`src/rtl/pn_adc_pkg.sv`:
```
// Shared types and default widths for the PN receiver ADC capture path.
package pn_adc_pkg;

    localparam int PN_ADC_DATA_W = 14;
    localparam int PN_ADC_ADDR_W = 14;

    typedef enum logic [2:0] {
        IDLE,
        SETTLE,
        ARMED,
        CAPTURE,
        DONE
    } pn_adc_cap_state_t;

endpackage

```
`src/rtl/pn_adc_capture_ctrl_if.sv`:
```
// Sample-buffer write port driven by the capture sequencer.
interface pn_adc_capture_ctrl_if #(
    parameter int DATA_W = pn_adc_pkg::PN_ADC_DATA_W,
    parameter int ADDR_W = pn_adc_pkg::PN_ADC_ADDR_W
);
    logic              WrEn;
    logic [ADDR_W-1:0] WrAddr;
    logic [DATA_W-1:0] WrData;

    modport master (output WrEn, WrAddr, WrData);
    modport slave  (input  WrEn, WrAddr, WrData);
endinterface

```
`src/rtl/pn_adc_decim.sv`:
```
// Decimation down-counter: keep is high on one capture position in ratio+1.
// Only instantiated when PN_ADC_DECIM_EN is defined.
module pn_adc_decim #(
    parameter int DECIM_W = 8
) (
    input  logic               AClk,
    input  logic               ARstn,
    input  logic               load,
    input  logic               en,
    input  logic [DECIM_W-1:0] ratio,
    output logic               keep
);
    logic [DECIM_W-1:0] cnt;

    assign keep = (cnt == '0);

    // Loaded on the trigger sample (always kept); counts to 0 for the next keep.
    always_ff @(posedge AClk or negedge ARstn) begin
        if (!ARstn) begin
            cnt <= '0;
        end else if (load) begin
            cnt <= ratio;
        end else if (en) begin
            cnt <= keep ? ratio : cnt - 1'b1;
        end
    end
endmodule

```
`src/rtl/pn_adc_capture_ctrl.sv`:
```
// Single-acquisition ADC capture sequencer: settle, arm, capture Len+1 samples.
// Optional decimation enabled with the PN_ADC_DECIM_EN macro.
module pn_adc_capture_ctrl
    import pn_adc_pkg::*;
#(
    parameter int DATA_W     = PN_ADC_DATA_W,
    parameter int ADDR_W     = PN_ADC_ADDR_W,
    parameter int SETTLE_CYC = 1024
`ifdef PN_ADC_DECIM_EN
    ,
    parameter int DECIM_W    = 8
`endif
) (
    input  logic                 AClk,
    input  logic                 ARstn,
    input  logic                 Start,
    input  logic                 Abort,
    input  logic                 Trig,
    input  logic [ADDR_W-1:0]    Len,
`ifdef PN_ADC_DECIM_EN
    input  logic [DECIM_W-1:0]   Decim,
`endif
    input  logic [DATA_W-1:0]    AdcData,
    output logic                 Busy,
    output logic                 Done,
    pn_adc_capture_ctrl_if.master wr
);
    localparam int SETTLE_W = (SETTLE_CYC > 1) ? $clog2(SETTLE_CYC) : 1;
    localparam logic [SETTLE_W-1:0] SETTLE_LOAD = SETTLE_W'(SETTLE_CYC - 1);

    pn_adc_cap_state_t   state;
    logic [SETTLE_W-1:0] settle_cnt;
    logic [ADDR_W-1:0]   len_q;
    logic                busy;
    logic                done;
    logic                wr_en;
    logic [ADDR_W-1:0]   wr_addr;
    logic [DATA_W-1:0]   wr_data;
    logic                keep;

`ifdef PN_ADC_DECIM_EN
    logic [DECIM_W-1:0]  decim_q;

    always_ff @(posedge AClk or negedge ARstn) begin
        if (!ARstn) begin
            decim_q <= '0;
        end else if (!Abort && Start && (state == IDLE || state == DONE)) begin
            decim_q <= Decim;
        end
    end

    pn_adc_decim #(.DECIM_W(DECIM_W)) u_decim (
        .AClk  (AClk),
        .ARstn (ARstn),
        .load  (state == ARMED),
        .en    (state == CAPTURE),
        .ratio (decim_q),
        .keep  (keep)
    );
`else
    assign keep = 1'b1;
`endif

    // wr_addr always holds the last written address, so completion is
    // detected on the write at len_q and the counter can never wrap.
    always_ff @(posedge AClk or negedge ARstn) begin
        if (!ARstn) begin
            state      <= IDLE;
            settle_cnt <= '0;
            len_q      <= '0;
            busy       <= 1'b0;
            done       <= 1'b0;
            wr_en      <= 1'b0;
            wr_addr    <= '0;
            wr_data    <= '0;
        end else if (Abort) begin
            state <= IDLE;
            busy  <= 1'b0;
            done  <= 1'b0;
            wr_en <= 1'b0;
        end else begin
            case (state)
                IDLE, DONE: begin
                    if (Start) begin
                        state      <= SETTLE;
                        settle_cnt <= SETTLE_LOAD;
                        len_q      <= Len;
                        busy       <= 1'b1;
                        done       <= 1'b0;
                    end
                end
                SETTLE: begin
                    if (settle_cnt == '0) begin
                        state <= ARMED;
                    end else begin
                        settle_cnt <= settle_cnt - 1'b1;
                    end
                end
                ARMED: begin
                    if (Trig) begin
                        state   <= CAPTURE;
                        wr_en   <= 1'b1;
                        wr_addr <= '0;
                        wr_data <= AdcData;
                    end
                end
                CAPTURE: begin
                    if (wr_en && wr_addr == len_q) begin
                        state <= DONE;
                        wr_en <= 1'b0;
                        busy  <= 1'b0;
                        done  <= 1'b1;
                    end else begin
                        wr_en <= keep;
                        if (keep) begin
                            wr_addr <= wr_addr + 1'b1;
                            wr_data <= AdcData;
                        end
                    end
                end
                default: begin
                    state <= IDLE;
                    busy  <= 1'b0;
                    done  <= 1'b0;
                    wr_en <= 1'b0;
                end
            endcase
        end
    end

    assign Busy      = busy;
    assign Done      = done;
    assign wr.WrEn   = wr_en;
    assign wr.WrAddr = wr_addr;
    assign wr.WrData = wr_data;
endmodule

```
`src/flat_wrapper.sv`:
```
// flat-port wrapper written by rule: the top's interface ports become plain ports
module pn_adc_capture_ctrl_flat import pn_adc_pkg::*;
#(
    parameter int DATA_W     = PN_ADC_DATA_W,
    parameter int ADDR_W     = PN_ADC_ADDR_W,
    parameter int SETTLE_CYC = 1024

)
  (AClk, ARstn, Start, Abort, Trig, Len, AdcData, Busy, Done, wr_WrEn, wr_WrAddr, wr_WrData);
  pn_adc_capture_ctrl_if #(.DATA_W(DATA_W), .ADDR_W(ADDR_W)) wr_i ();
  input  logic AClk;
  input  logic ARstn;
  input  logic Start;
  input  logic Abort;
  input  logic Trig;
  input  logic [ADDR_W-1:0] Len;
  input  logic [DATA_W-1:0] AdcData;
  output logic Busy;
  output logic Done;
  output wire logic [$bits(wr_i.WrEn)-1:0] wr_WrEn;
  output wire logic [$bits(wr_i.WrAddr)-1:0] wr_WrAddr;
  output wire logic [$bits(wr_i.WrData)-1:0] wr_WrData;
  assign wr_WrEn = wr_i.WrEn;
  assign wr_WrAddr = wr_i.WrAddr;
  assign wr_WrData = wr_i.WrData;
  pn_adc_capture_ctrl #(.DATA_W(DATA_W), .ADDR_W(ADDR_W), .SETTLE_CYC(SETTLE_CYC)) u_core (.AClk(AClk), .ARstn(ARstn), .Start(Start), .Abort(Abort), .Trig(Trig), .Len(Len), .AdcData(AdcData), .Busy(Busy), .Done(Done), .wr(wr_i));
endmodule
```
`config.mk`:
```
export PLATFORM = sky130hd
export DESIGN_NAME = pn_adc_capture_ctrl_flat
export DESIGN_NICKNAME = d
export VERILOG_FILES = /design/src/rtl/pn_adc_pkg.sv /design/src/rtl/pn_adc_capture_ctrl_if.sv /design/src/rtl/pn_adc_decim.sv /design/src/rtl/pn_adc_capture_ctrl.sv /design/src/flat_wrapper.sv
export SDC_FILE = /design/constraint.sdc
export NUM_CORES = 1
export LEC_CHECK = 0
export BUFFER_PORTS_ARGS = -buffer_cell sky130_fd_sc_hd__buf_2
export CAP_MARGIN = 10
export CORE_ASPECT_RATIO = 0.5
export CORE_UTILIZATION = 54
export CTS_CLUSTER_SIZE = 20
export DETAILED_ROUTE_END_ITERATION = 8
export PLACE_DENSITY = 0.85
export SYNTH_ARGS = -nofsm -noshare
export SYNTH_HDL_FRONTEND = slang
export SYNTH_SLANG_ARGS = --single-unit
```
`constraint.sdc`:
```
create_clock -name AClk -period 2.46 [get_ports AClk]
set_input_delay 0.246 -clock AClk [delete_from_list [all_inputs] [get_ports AClk]]
set_output_delay 0.246 -clock AClk [all_outputs]
set_load 0.01 [all_outputs]
```
### Word level (Yosys, flattened, before mapping)

Index checks and enable logic that the tools add are counted.

| word-level totals | value |
|---|---|
| flip-flop bits (word level) | 58 |
| bits in latches | 0 |
| bits in writable memories | 0 |
| memory bits (read-only) | 0 |
| input port bits | 33 |
| output and inout port bits | 31 |
| memories kept | 0 |

| operators by class | value |
|---|---|
| add/subtract/negate cells | 2 |
| multipliers | 0 |
| divide/modulo/power cells | 0 |
| order comparisons | 0 |
| equality and inequality tests | 15 |
| shift operators | 0 |
| mux-type cells | 27 |
| bitwise operators | 1 |
| reduce and logical (&&, ||, !) cells | 14 |

Operators by type and width:

| cell | number |
|---|---|
| 14-bit two-way mux | 4 |
| 14-bit one-hot mux with 2 select lines | 2 |
| 10-bit two-way mux | 2 |
| 10-bit one-hot mux with 2 select lines | 1 |
| 3-bit two-way mux | 5 |
| 14-bit by 1-bit adder with 14-bit output, second input constant | 1 |
| 14-bit == test | 1 |
| 3-bit one-hot mux with 4 select lines | 1 |
| 4-bit AND reduction | 3 |
| 10-bit zero test | 1 |
| 10-bit by 1-bit subtractor with 10-bit output, second input constant | 1 |
| 1-bit two-way mux | 9 |
| 1-bit one-hot mux with 3 select lines | 3 |
| 2-bit inequality test, second input constant | 4 |
| 3-bit by 2-bit == test with 1-bit output, second input constant | 2 |
| 3-bit by 2-bit inequality test with 1-bit output, second input constant | 2 |
| 3-bit inequality test, second input constant | 2 |
| 3-bit AND reduction | 2 |
| 2-bit by 1-bit inequality test with 1-bit output, second input constant | 2 |
| 2-bit nonzero test | 2 |
| 2-bit OR reduction | 2 |
| 3-bit by 1-bit == test with 1-bit output, second input constant | 1 |
| 3-bit == test, second input constant | 1 |
| 3-bit zero test | 1 |
| 4 further kinds | 4 |

### Logic depth before layout (Yosys ltp)

Gate-level depths: netlist of run 1.

| depth | value |
|---|---|
| depth in word-level cells | 5 |
| gate-level depth with buffers | 8 |

### Worst setup path after synthesis of run 1

No wires, ideal clock.

| timing path | value |
|---|---|
| path kind | flip-flop to flip-flop |
| start | reg u_core.settle_cnt[0] (netlist name) |
| end | reg u_core.len_q[10] |
| library setup time | 125 ps |
| arrival time | 1895 ps |
| data required time | 2335 ps |
| path slack | 440 ps |
| stages on the path, launching flop included | 9 |
| path buffers | 1 |
| cells stage by stage | dfrtp_1 > inv_1 > ha_1 > nor4bb_1 > and4_1 > nor4_4 > nand2_2 > buf_6 > mux2_2 |

RTL lines:

| item | line | RTL |
|---|---|---|
| to (signal assigned) | pn_adc_capture_ctrl.sv:87 | `len_q <= Len;` |
| to (decl) | pn_adc_capture_ctrl.sv:33 | `logic [ADDR_W-1:0] len_q;` |

### Worst setup path after layout of run 1

| timing path | value |
|---|---|
| start | reg u_core.settle_cnt[0] |
| end | reg u_core.settle_cnt[3] |

| on the way | value |
|---|---|
| word-level cells in the longest chain between the ends | 3 |
| elaborated cells on any way between the ends | 6 |
| those cells by class | add/sub (1); eq/ne (1); mux (2); reduce/logical (2) |

Ends and longest elaborated chain:

| item | line | RTL |
|---|---|---|
| from (decl) | pn_adc_capture_ctrl.sv:32 | `logic [SETTLE_W-1:0] settle_cnt;` |
| from (signal assigned) | pn_adc_capture_ctrl.sv:96 | `settle_cnt <= settle_cnt - 1'b1;` |
| 10-bit by 1-bit subtractor with 10-bit output or 10-bit zero test (tied branches) | pn_adc_capture_ctrl.sv:96, pn_adc_capture_ctrl.sv:93 |  |
| 10-bit two-way mux or 2-bit inequality test (tied branches) | - |  |
| 10-bit one-hot mux with 2 select lines or 4-bit AND reduction (tied branches) | - |  |

Several ways; a longest one is shown, not always the timed one. The select of a mux whose other input is x is not followed.
A chain may end at the register's enable or synchronous reset.

==> results of run 1 <==
==> worst max-delay path: cells and delay by family (launching register included) <==
kind,cells,cell delay [ps]
and+or+nand+nor,3,970
AOI/OAI and AO/OA,2,430
DFF,1,410
adders and majority gates,1,190
buffers and inverters,1,80
==> sequential cells by signal, summed over array words and instances, names as in the netlist <==
register           count
u_core.settle_cnt     10
u_core.wr.WrData      14
u_core.Done            1
u_core.Busy            1
u_core.state           3
u_core.wr.WrAddr      14
u_core.wr.WrEn         1
u_core.len_q          14
==> per-stage QoR <==
| step | power [mW] | hold WS (ps) |
|---|---|---|
| final | 3.94 | 38.1 |
| after global routing | 4.18 | 109 |
| after CTS | 3.96 | 68.3 |
| after detailed placement | 3.07 | 432 |
| after global placement | 2.99 | 418 |
| after floorplan | 2.58 | -49.6 |
==> cell type report <==
class / instances / area [sq um] / share of cell area (%)
well taps: 70 / 87.6 / 2.44
inverters: 7 / 26.3 / 0.733
multi-input cells: 195 / 1430 / 39.8
flip-flops and latches: 58 / 1450 / 40.5
clock inverters: 7 / 77.6 / 2.16
clock buffers: 9 / 124 / 3.46
repair buffers: 73 / 390 / 10.9
==> placed cells by master (no fill, tap or decap), drive strengths merged, types with 3 or more instances in the layout <==
master   n
a21oi   22
a31oi    5
and3     4
and4     3
buf     73
clkbuf   9
clkinv   3
dfrtp   58
ha       3
inv      9
mux2    28
nand2   14
nand2b   3
nand3   11
nand4    6
nor2    15
nor3     5
nor4     3
o21ai   17
o31ai    3
or3     11
or4      3
xnor2   15
==> metal layers <==
layer / track usage [%] / vias to the layer above / wire, um
li1: - / 1158 / -
met1: 30.6 / 1197 / 2990
met2: 41.6 / 82 / 3360
met3: 6.55 / 12 / 335
met4: 11.4 / 0 / 112
met5: 0 / - / 0
==> cell families (layout without fill, tap and decap cells) <==
kind of cell | Yosys count | count (layout) | share of synthesized area, %
flip-flops | 58 | 58 | 48.7
AO/OA/AOI/OAI | 64 | 64 | 13.6
XOR/XNOR | 15 | 15 | 4.41
multiplexers | 29 | 29 | 11.9
AND/OR/NAND/NOR | 84 | 84 | 16.7
adder cells (fa/ha/maj) | 3 | 3 | 1.26
buffers and inverters | 18 | 96 | 3.32
==> worst max-delay path by stage <==
stage / slack (ps) / startpoint / depth (start not counted) / end
finish: 250 / u_core.settle_cnt[0]$_DFFE_PN0P_ / 7 / u_core.settle_cnt[3]$_DFFE_PN0P_
global placement: 380 / u_core.settle_cnt[0]$_DFFE_PN0P_ / 7 / u_core.settle_cnt[7]$_DFFE_PN0P_
global route: 170 / u_core.settle_cnt[0]$_DFFE_PN0P_ / 7 / u_core.settle_cnt[3]$_DFFE_PN0P_
floorplan: 440 / u_core.settle_cnt[0]$_DFFE_PN0P_ / 8 / u_core.len_q[10]$_DFFE_PN0P_
CTS: 270 / u_core.settle_cnt[0]$_DFFE_PN0P_ / 7 / u_core.settle_cnt[3]$_DFFE_PN0P_
detailed placement: 290 / u_core.settle_cnt[0]$_DFFE_PN0P_ / 7 / u_core.settle_cnt[3]$_DFFE_PN0P_
==> power by group <==
| group | leakage (nW) | switching [mW] | internal (mW) |
|---|---|---|---|
| Sequential | 0.695 | 0.300 | 1.29 |
| Clock | 0.100 | 0.408 | 0.475 |
| Combinational | 0.791 | 0.705 | 0.761 |
==> flow_summary.yaml, run 1 <==
synthesis:
  avgSynthCellArea_sq_um: 11.0
  ys_types: 46
  synth_warnings: 0
  synth_largest_area_cell: "dfrtp_1"
  synth_top_area_share_pct: 48.7
  netlist_area_sq_um: 2980
  synth_nets: 307
  ys_ff_latch: 58
  ys_top_cells_by_count: "58 x dfrtp_1, 22 x a21oi_1, 20 x mux2_2"
  ys_seq_area_share_pct: 48.7
  synthFlopType: "dfrtp_1"
  async_reset_ff_share_pct: 100
  yosysMostFrequentCell: "dfrtp_1"
  netlist_instances: 271
  synth_area_leaders: "dfrtp_1 49%, mux2_2 7.6%, xnor2_1 4.4%"
  synth-edff-count: 0
finish:
  fillers: 365
  drive_gt1_share_pct: 35.5
  antenna_cells: 0
  synthToLayoutAreaGrowth_pct: 20.4
  final_core_util_pct: 70.1
  nNetsFinal: 380
  final_cells: 419
  finalInstanceArea_sq_um: 3580
place:
  gp_congestion: 0.863
  place_area_sq_um: 3380
  port_buffers: 63
  hpwl_um: 4930
  dp_slack_ps: 286
  dp_cells: 403
route:
  drc: 0
  drt_wl_total_um: 6800
  detail_route.wl_per_cell_um: 16.2
  drt-initial-drc-count: 102
  vias: 2449
  drt_first_pass_iters: 4
  ant_nets: 0
  routed_via_density: 5.84
setup_path:
  worstSetupPathType: "flip-flop to flip-flop"
  r2r-end: "u_core.settle_cnt[3]$_DFFE_PN0P_"
  reg2reg_from: "u_core.settle_cnt[0]$_DFFE_PN0P_"
  worst_ep_arrival_time_ps: 2410
  r2r_cells: 7
  reg2reg_slack_ps: 250
  max_stage_delay_ps: 580
  crit_chain: "inv_1, ha_1, nor4bb_1, and4_1, or4_1, o41ai_1, o21ai_1"
  cp-end-kind: "flip-flop"
  crit_path_start_kind: "flip-flop"
  crit_path_max_fanout: 8
  cpMaxStageDelayCell: "or4_1"
  cp.required_ps: 2670
floorplan:
  rows: 18
  start_util_pct: 58.2
  ios: 64
  die_h_um: 54.5
  dieArea_sq_um: 5830
  core_area_sq_um: 5110
  die_w_um: 107
clock_network:
  cts_buffers: 9
  cts_hold_buf: 0
  cts_resized: 0
  clock-sinks: 58
  postCtsSetupBuffers: 0
  cts-root-buf: "clkbuf_8"
  cts-htree-levels: 3
  cts_tree: "built"
  clk_latency_ps: 330
  clk_pin_slew_ps: 70
  clk_path_buf_depth: 2
grt:
  grt_max_degree: 59
  grt_antenna_before_repair: 0
  gr-usage-all-layers_pct: 24.6
  grt_pass1_wl_um: 10800
  grt-ovfl-total: 0
  grt_pass1_vias: 2322
pwr:
  ir_worst_vdd_uv: 700
  p_leak_nw: 1.59
  power.density_nw_per_um2: 1100
flow_run:
  maxCapViolCount: 0
timing:
  fin_crit_sh_pct: 89.7
  tns_ps: 0
  setup_violations: 0
  worst_pin_slew_ps: 714
  timing.final.ws_setup_ps: 253
  skew_ps: 6.20
  maxSlewViolCount: 0
  rsz0062_at_grt: "false"
  fin_crit_ps: 2210
  finalHoldViolations: 0
  fmaxAchievable_ghz: 0.453
  max-slew-margin-rel_pct: 52.4
status:
  outcome: "finished, final reports clean"
hold_path:
  holdCritPathClass: "input pin to async pin"
No activity file was read; power rests on OpenSTA's default activity.
==> inputs of run 2 (changes only) <==
--- a/config.mk
+++ b/config.mk
@@ -5,13 +5,15 @@
 export SDC_FILE = /design/constraint.sdc
 export NUM_CORES = 1
 export LEC_CHECK = 0
+export ABC_AREA = 1
 export BUFFER_PORTS_ARGS = -buffer_cell sky130_fd_sc_hd__buf_2
 export CAP_MARGIN = 10
 export CORE_ASPECT_RATIO = 0.5
-export CORE_UTILIZATION = 54
+export CORE_UTILIZATION = 55
 export CTS_CLUSTER_SIZE = 20
 export DETAILED_ROUTE_END_ITERATION = 8
-export PLACE_DENSITY = 0.85
+export PLACE_DENSITY = 0.86
+export SKIP_LAST_GASP = 1
 export SYNTH_ARGS = -nofsm -noshare
 export SYNTH_HDL_FRONTEND = slang
 export SYNTH_SLANG_ARGS = --single-unit
==> flow_summary.yaml, run 2 <==
setup_path:
  r2r_cells: 9
  crit_path_max_fanout: 24
  r2r-end: "u_core.wr.WrAddr[13]$_DFFE_PN0P_"
  cp.required_ps: 2660
  reg2reg_slack_ps: 500
  crit_path_start_kind: "flip-flop"
  reg2reg_from: "u_core.state[2]$_DFFE_PN0P_"
  cp-end-kind: "flip-flop"
  worst_ep_arrival_time_ps: 2160
  worstSetupPathType: "flip-flop to flip-flop"
timing:
  finalHoldViolations: 0
  worst_pin_slew_ps: 865
  skew_ps: 7.46
  rsz0062_at_grt: "false"
  fin_crit_sh_pct: 79.6
  tns_ps: 0
  fmaxAchievable_ghz: 0.511
  timing.final.ws_setup_ps: 502
  holdWs_ps: 29.4
  maxSlewViolCount: 0
  fin_crit_ps: 1960
  max-slew-margin-rel_pct: 42.3
  setup_violations: 0
synthesis:
  yosysMostFrequentCell: "nand2_1"
  synthFlopType: "dfrtp_1"
  synth_warnings: 0
  synth_nets: 466
  avgSynthCellArea_sq_um: 7.27
  ys_top_cells_by_count: "163 x nand2_1, 58 x dfrtp_1, 51 x nor2_1"
  synth_top_area_share_pct: 46.4
  synth-edff-count: 0
  async_reset_ff_share_pct: 100
  ys_ff_latch: 58
  synth_largest_area_cell: "dfrtp_1"
  ys_types: 31
  ys_seq_area_share_pct: 46.4
  synth_area_leaders: "dfrtp_1 46%, nand2_1 20%, nor2_1 6.1%"
  netlist_instances: 430
  netlist_area_sq_um: 3130
place:
  port_buffers: 63
  dp_slack_ps: 554
  hpwl_um: 4880
  gp_congestion: 0.896
clock_network:
  cts_buffers: 9
  clk_pin_slew_ps: 50
  clock-sinks: 58
  cts_tree: "built"
  postCtsSetupBuffers: 0
  cts-htree-levels: 3
  cts-root-buf: "clkbuf_16"
  cts_hold_buf: 0
  cts_resized: 0
  clk_path_buf_depth: 2
  clk_latency_ps: 330
pwr:
  seq_power_share_pct: 38.3
  comb_power_share_pct: 35.9
  p_int_mw: 2.82
  pwr-share-clk_pct: 25.8
  sw_frac_of_total_pct: 39.6
  power.density_nw_per_um2: 1230
  power.switching_mw: 1.84
  p_leak_nw: 2.00
  ir_worst_vdd_uv: 810
grt:
  grt_pass1_wl_um: 11600
  grt-ovfl-total: 0
  gr-usage-all-layers_pct: 25.2
  grt_pass1_vias: 2667
  grt_max_degree: 41
  grt_antenna_before_repair: 0
route:
  drt_first_pass_iters: 5
  drt-initial-drc-count: 213
  vias: 2884
  drt_wl_total_um: 6960
  routed_via_density: 5.04
  detail_route.wl_per_cell_um: 12.2
  drc: 0
  ant_nets: 0
floorplan:
  dieArea_sq_um: 6010
  ios: 64
  die_h_um: 55.3
  core_area_sq_um: 5200
  start_util_pct: 60.1
  die_w_um: 109
  rows: 18
finish:
  drive_gt1_share_pct: 19.1
  layout_common_cells: "163 x nand2_1, 63 x buf_2, 58 x dfrtp_1"
  synthToLayoutAreaGrowth_pct: 20.8
  antenna_cells: 0
  layout_commonest_cell: "nand2_1"
  final_core_util_pct: 72.7
  nNetsFinal: 534
status:
  outcome: "finished, final reports clean"
flow_run:
  maxCapViolCount: 0
hold_path:
  holdCritPathClass: "input pin to async pin"
## run 2: cell count changes after synthesis, moves of 4 or more
cell,change
xnor2_1,-12
nor2_1,+36
xor2_1,+7
nand2_1,+150
a31oi_1,-4
mux2_2,-19
nand3_1,+9
inv_2,+5
or3_1,-11
o21ai_0,+6
mux2_4,-8
inv_1,+36
## run 2: worst max-delay path, stage by stage (launching register included)
cell and delay, ps:
dfrtp_1 430, inv_1 90, nand2_1 70, nor2_1 100
inv_1 220, nor2_4 230, nand2_4 100, nand2_4 180
buf_4 280, o21ai_0 120
## run 2: final cells by class
type | instances | area [sq um]
repair buffers | 67 | 345
well taps | 70 | 87.6
fillers | 428 | 1420
flip-flops and latches | 58 | 1450
multi-input cells | 314 | 1430
clock inverters | 3 | 40.0
clock buffers | 12 | 246
inverters | 48 | 180
## run 2: kinds of logic after synthesis
logic type / share of synthesized area, %
AO/OA/AOI/OAI: 7.40
XOR/XNOR: 2.80
adder cells (fa/ha/maj): 1.20
buffers and inverters: 7.92
flip-flops: 46.4
multiplexers: 0.360
AND/OR/NAND/NOR: 33.9
## run 2: metal layers
metal | routed length [um] | global-route usage (%) | part of all wire, %
met1 | 3170 | 31.0 | 45
met3 | 409 | 9.92 | 5.9
met4 | 110 | 7.53 | 1.6
met5 | 0 | 0 | 0
met2 | 3270 | 41.0 | 47
## run 2: worst max path at each step
| stage | from | endpoint | slack, ps |
|---|---|---|---|
| floorplan | u_core.wr.WrAddr[0]$_DFFE_PN0P_ | u_core.wr.WrData[10]$_DFFE_PN0P_ | 850 |
| global placement | u_core.wr.WrAddr[0]$_DFFE_PN0P_ | u_core.wr.WrAddr[12]$_DFFE_PN0P_ | 640 |
| detailed placement | u_core.state[2]$_DFFE_PN0P_ | u_core.wr.WrAddr[13]$_DFFE_PN0P_ | 550 |
| CTS | u_core.state[2]$_DFFE_PN0P_ | u_core.wr.WrAddr[13]$_DFFE_PN0P_ | 500 |
| global route | u_core.state[2]$_DFFE_PN0P_ | u_core.wr.WrAddr[10]$_DFFE_PN0P_ | 290 |
| finish | u_core.state[2]$_DFFE_PN0P_ | u_core.wr.WrAddr[13]$_DFFE_PN0P_ | 500 |
## run 2: stage by stage
step | std cells | area [sq um] | power (mW)
CTS | 572 | 3780 | 4.68
floorplan | 430 | 3130 | 2.90
global placement | 557 | 3490 | 3.39
global route | 572 | 3780 | 5.01
finish | 572 | 3780 | 4.66
detailed placement | 557 | 3490 | 3.44
## run 2: power by group through the flow
stage,combinational (mW),clock [mW],sequential [mW]
floorplan,1.10,0,1.79
global placement,1.61,0,1.78
detailed placement,1.66,0,1.78
CTS,1.68,1.22,1.78
global route,1.90,1.27,1.84
finish,1.67,1.20,1.78
==> inputs of run 3 (changes only) <==
==> constraint.sdc (replaced) <==
create_clock -name AClk -period 1.94 [get_ports AClk]
set_input_delay 0.194 -clock AClk [delete_from_list [all_inputs] [get_ports AClk]]
set_output_delay 0.194 -clock AClk [all_outputs]
set_load 0.01 [all_outputs]
==> flow_summary.yaml, run 3 (same netlist as run 2, synthesis figures left out) <==
finish:
  antenna_cells: 0
  drive_gt1_share_pct: 21.4
  layout_commonest_cell: "nand2_1"
  nNetsFinal: 541
  synthToLayoutAreaGrowth_pct: 24.8
  finalInstanceArea_sq_um: 3900
  layout_common_cells: "163 x nand2_1, 63 x buf_2, 53 x dfrtp_1"
  fillers: 395
setup_path:
  reg2reg_from: "u_core.wr.WrAddr[2]$_DFFE_PN0P_"
  crit_path_max_fanout: 25
  cp.required_ps: 2170
  worst_ep_arrival_time_ps: 2040
  r2r_cells: 10
  worstSetupPathType: "flip-flop to flip-flop"
  r2r-end: "u_core.wr.WrAddr[3]$_DFFE_PN0P_"
  crit_path_start_kind: "flip-flop"
  reg2reg_slack_ps: 130
  cp-end-kind: "flip-flop"
clock_network:
  clk_latency_ps: 330
  cts-root-buf: "clkbuf_16"
  cts-htree-levels: 3
  clock-sinks: 58
  clk_path_buf_depth: 2
  cts_buffers: 9
  clk_pin_slew_ps: 50
  cts_tree: "built"
floorplan:
  dieArea_sq_um: 6010
  start_util_pct: 60.1
  die_w_um: 109
  core_area_sq_um: 5200
  ios: 64
  rows: 18
  die_h_um: 55.3
grt:
  gr-usage-all-layers_pct: 27.8
  grt-ovfl-total: 0
  grt_pass1_vias: 2787
  grt_pass1_wl_um: 12700
  grt_max_degree: 37
  grt_antenna_before_repair: 0
place:
  port_buffers: 63
  place_area_sq_um: 3550
  gp_congestion: 0.869
  hpwl_um: 5050
timing:
  worst_pin_slew_ps: 528
  finalHoldViolations: 0
  maxSlewViolCount: 0
  fmaxAchievable_ghz: 0.551
  tns_ps: 0
  setup_violations: 0
  skew_ps: 9.73
  rsz0062_at_grt: "false"
  holdWs_ps: 59.5
  max-slew-margin-rel_pct: 64.8
  fin_crit_sh_pct: 93.5
  fin_crit_ps: 1810
pwr:
  ir_worst_vdd_uv: 789
  p_leak_nw: 2.04
  power.density_nw_per_um2: 1600
hold_path:
  holdCritPathClass: "input pin to flip-flop"
  holdPathEnd: "u_core.wr.WrData[9]$_DFFE_PN0P_"
  min_from: "AdcData[9]"
  holdPathStages: 3
route:
  detail_route.wl_per_cell_um: 13.1
  routed_via_density: 5.17
  vias: 2999
  drt_first_pass_iters: 5
  drc: 0
  drt_wl_total_um: 7600
  ant_nets: 0
  drt-initial-drc-count: 209
flow_run:
  maxCapViolCount: 0
status:
  outcome: "finished, final reports clean"
-- run 3: timing repair --
action                                 4_1_cts  5_1_grt
endpoints found under the hold margin       22        0
resized for setup                            0        7
setup buffers                                0        2
setup endpoints to repair                    0       28
hold buffers                                 1        0
-- run 3: metal layers --
layer / track usage [%] / vias to the layer above / routed length [um]
li1: - / 1487 / -
met1: 34.2 / 1378 / 3230
met2: 45.3 / 112 / 3700
met3: 8.03 / 22 / 468
met4: 12.5 / 0 / 190
met5: 0 / - / 0
-- run 3: worst max-delay path: stages, from the launching register on --
cell,delay [ps]
dfrtp_2,450
nand2_1,100
nand2_1,100
nor2_1,140
nand2_1,90
nor2_2,90
nand2_2,100
nand2_4,110
nand2_4,150
buf_12,200
o21ai_0,180
-- run 3: stage by stage --
step,power [mW],cells,setup WS (ps),util (%)
final,6.23,580,126,75.0
after global routing,6.69,580,8.10,75.0
after CTS,6.20,578,97.1,74.6
after detailed placement,4.44,561,164,68.2
after global placement,4.38,561,197,68.2
after floorplan,3.68,430,335,-
-- run 3: worst max path at each step --
| stage | start | endpoint | depth (start not counted) |
|---|---|---|---|
| global route | u_core.wr.WrAddr[2]$_DFFE_PN0P_ | u_core.wr.WrAddr[3]$_DFFE_PN0P_ | 11 |
| global placement | u_core.wr.WrAddr[4]$_DFFE_PN0P_ | u_core.wr.WrData[10]$_DFFE_PN0P_ | 12 |
| CTS | u_core.wr.WrAddr[2]$_DFFE_PN0P_ | u_core.wr.WrData[4]$_DFFE_PN0P_ | 12 |
| floorplan | u_core.wr.WrAddr[0]$_DFFE_PN0P_ | u_core.wr.WrData[10]$_DFFE_PN0P_ | 14 |
| detailed placement | u_core.wr.WrAddr[4]$_DFFE_PN0P_ | u_core.wr.WrData[8]$_DFFE_PN0P_ | 12 |
| finish | u_core.wr.WrAddr[2]$_DFFE_PN0P_ | u_core.wr.WrAddr[3]$_DFFE_PN0P_ | 10 |
-- run 3: area by class of cell --
class                           instances  area, sq um  share of cell area (%)
Sequential cell                        58         1460                    37.4
Multi-Input combinational cell        314         1430                    36.6
Timing Repair Buffer                   74          425                    10.9
Clock buffer                           11          243                    6.22
Inverter                               48          183                    4.68
Tap cell                               70         87.6                    2.24
Clock inverter                          5         77.6                    1.99
-- run 3: power by group --
part | total, mW | internal (mW) | switching, mW
Clock | 1.69 | 1.15 | 0.535
Sequential | 2.25 | 1.77 | 0.485
Combinational | 2.29 | 0.875 | 1.41
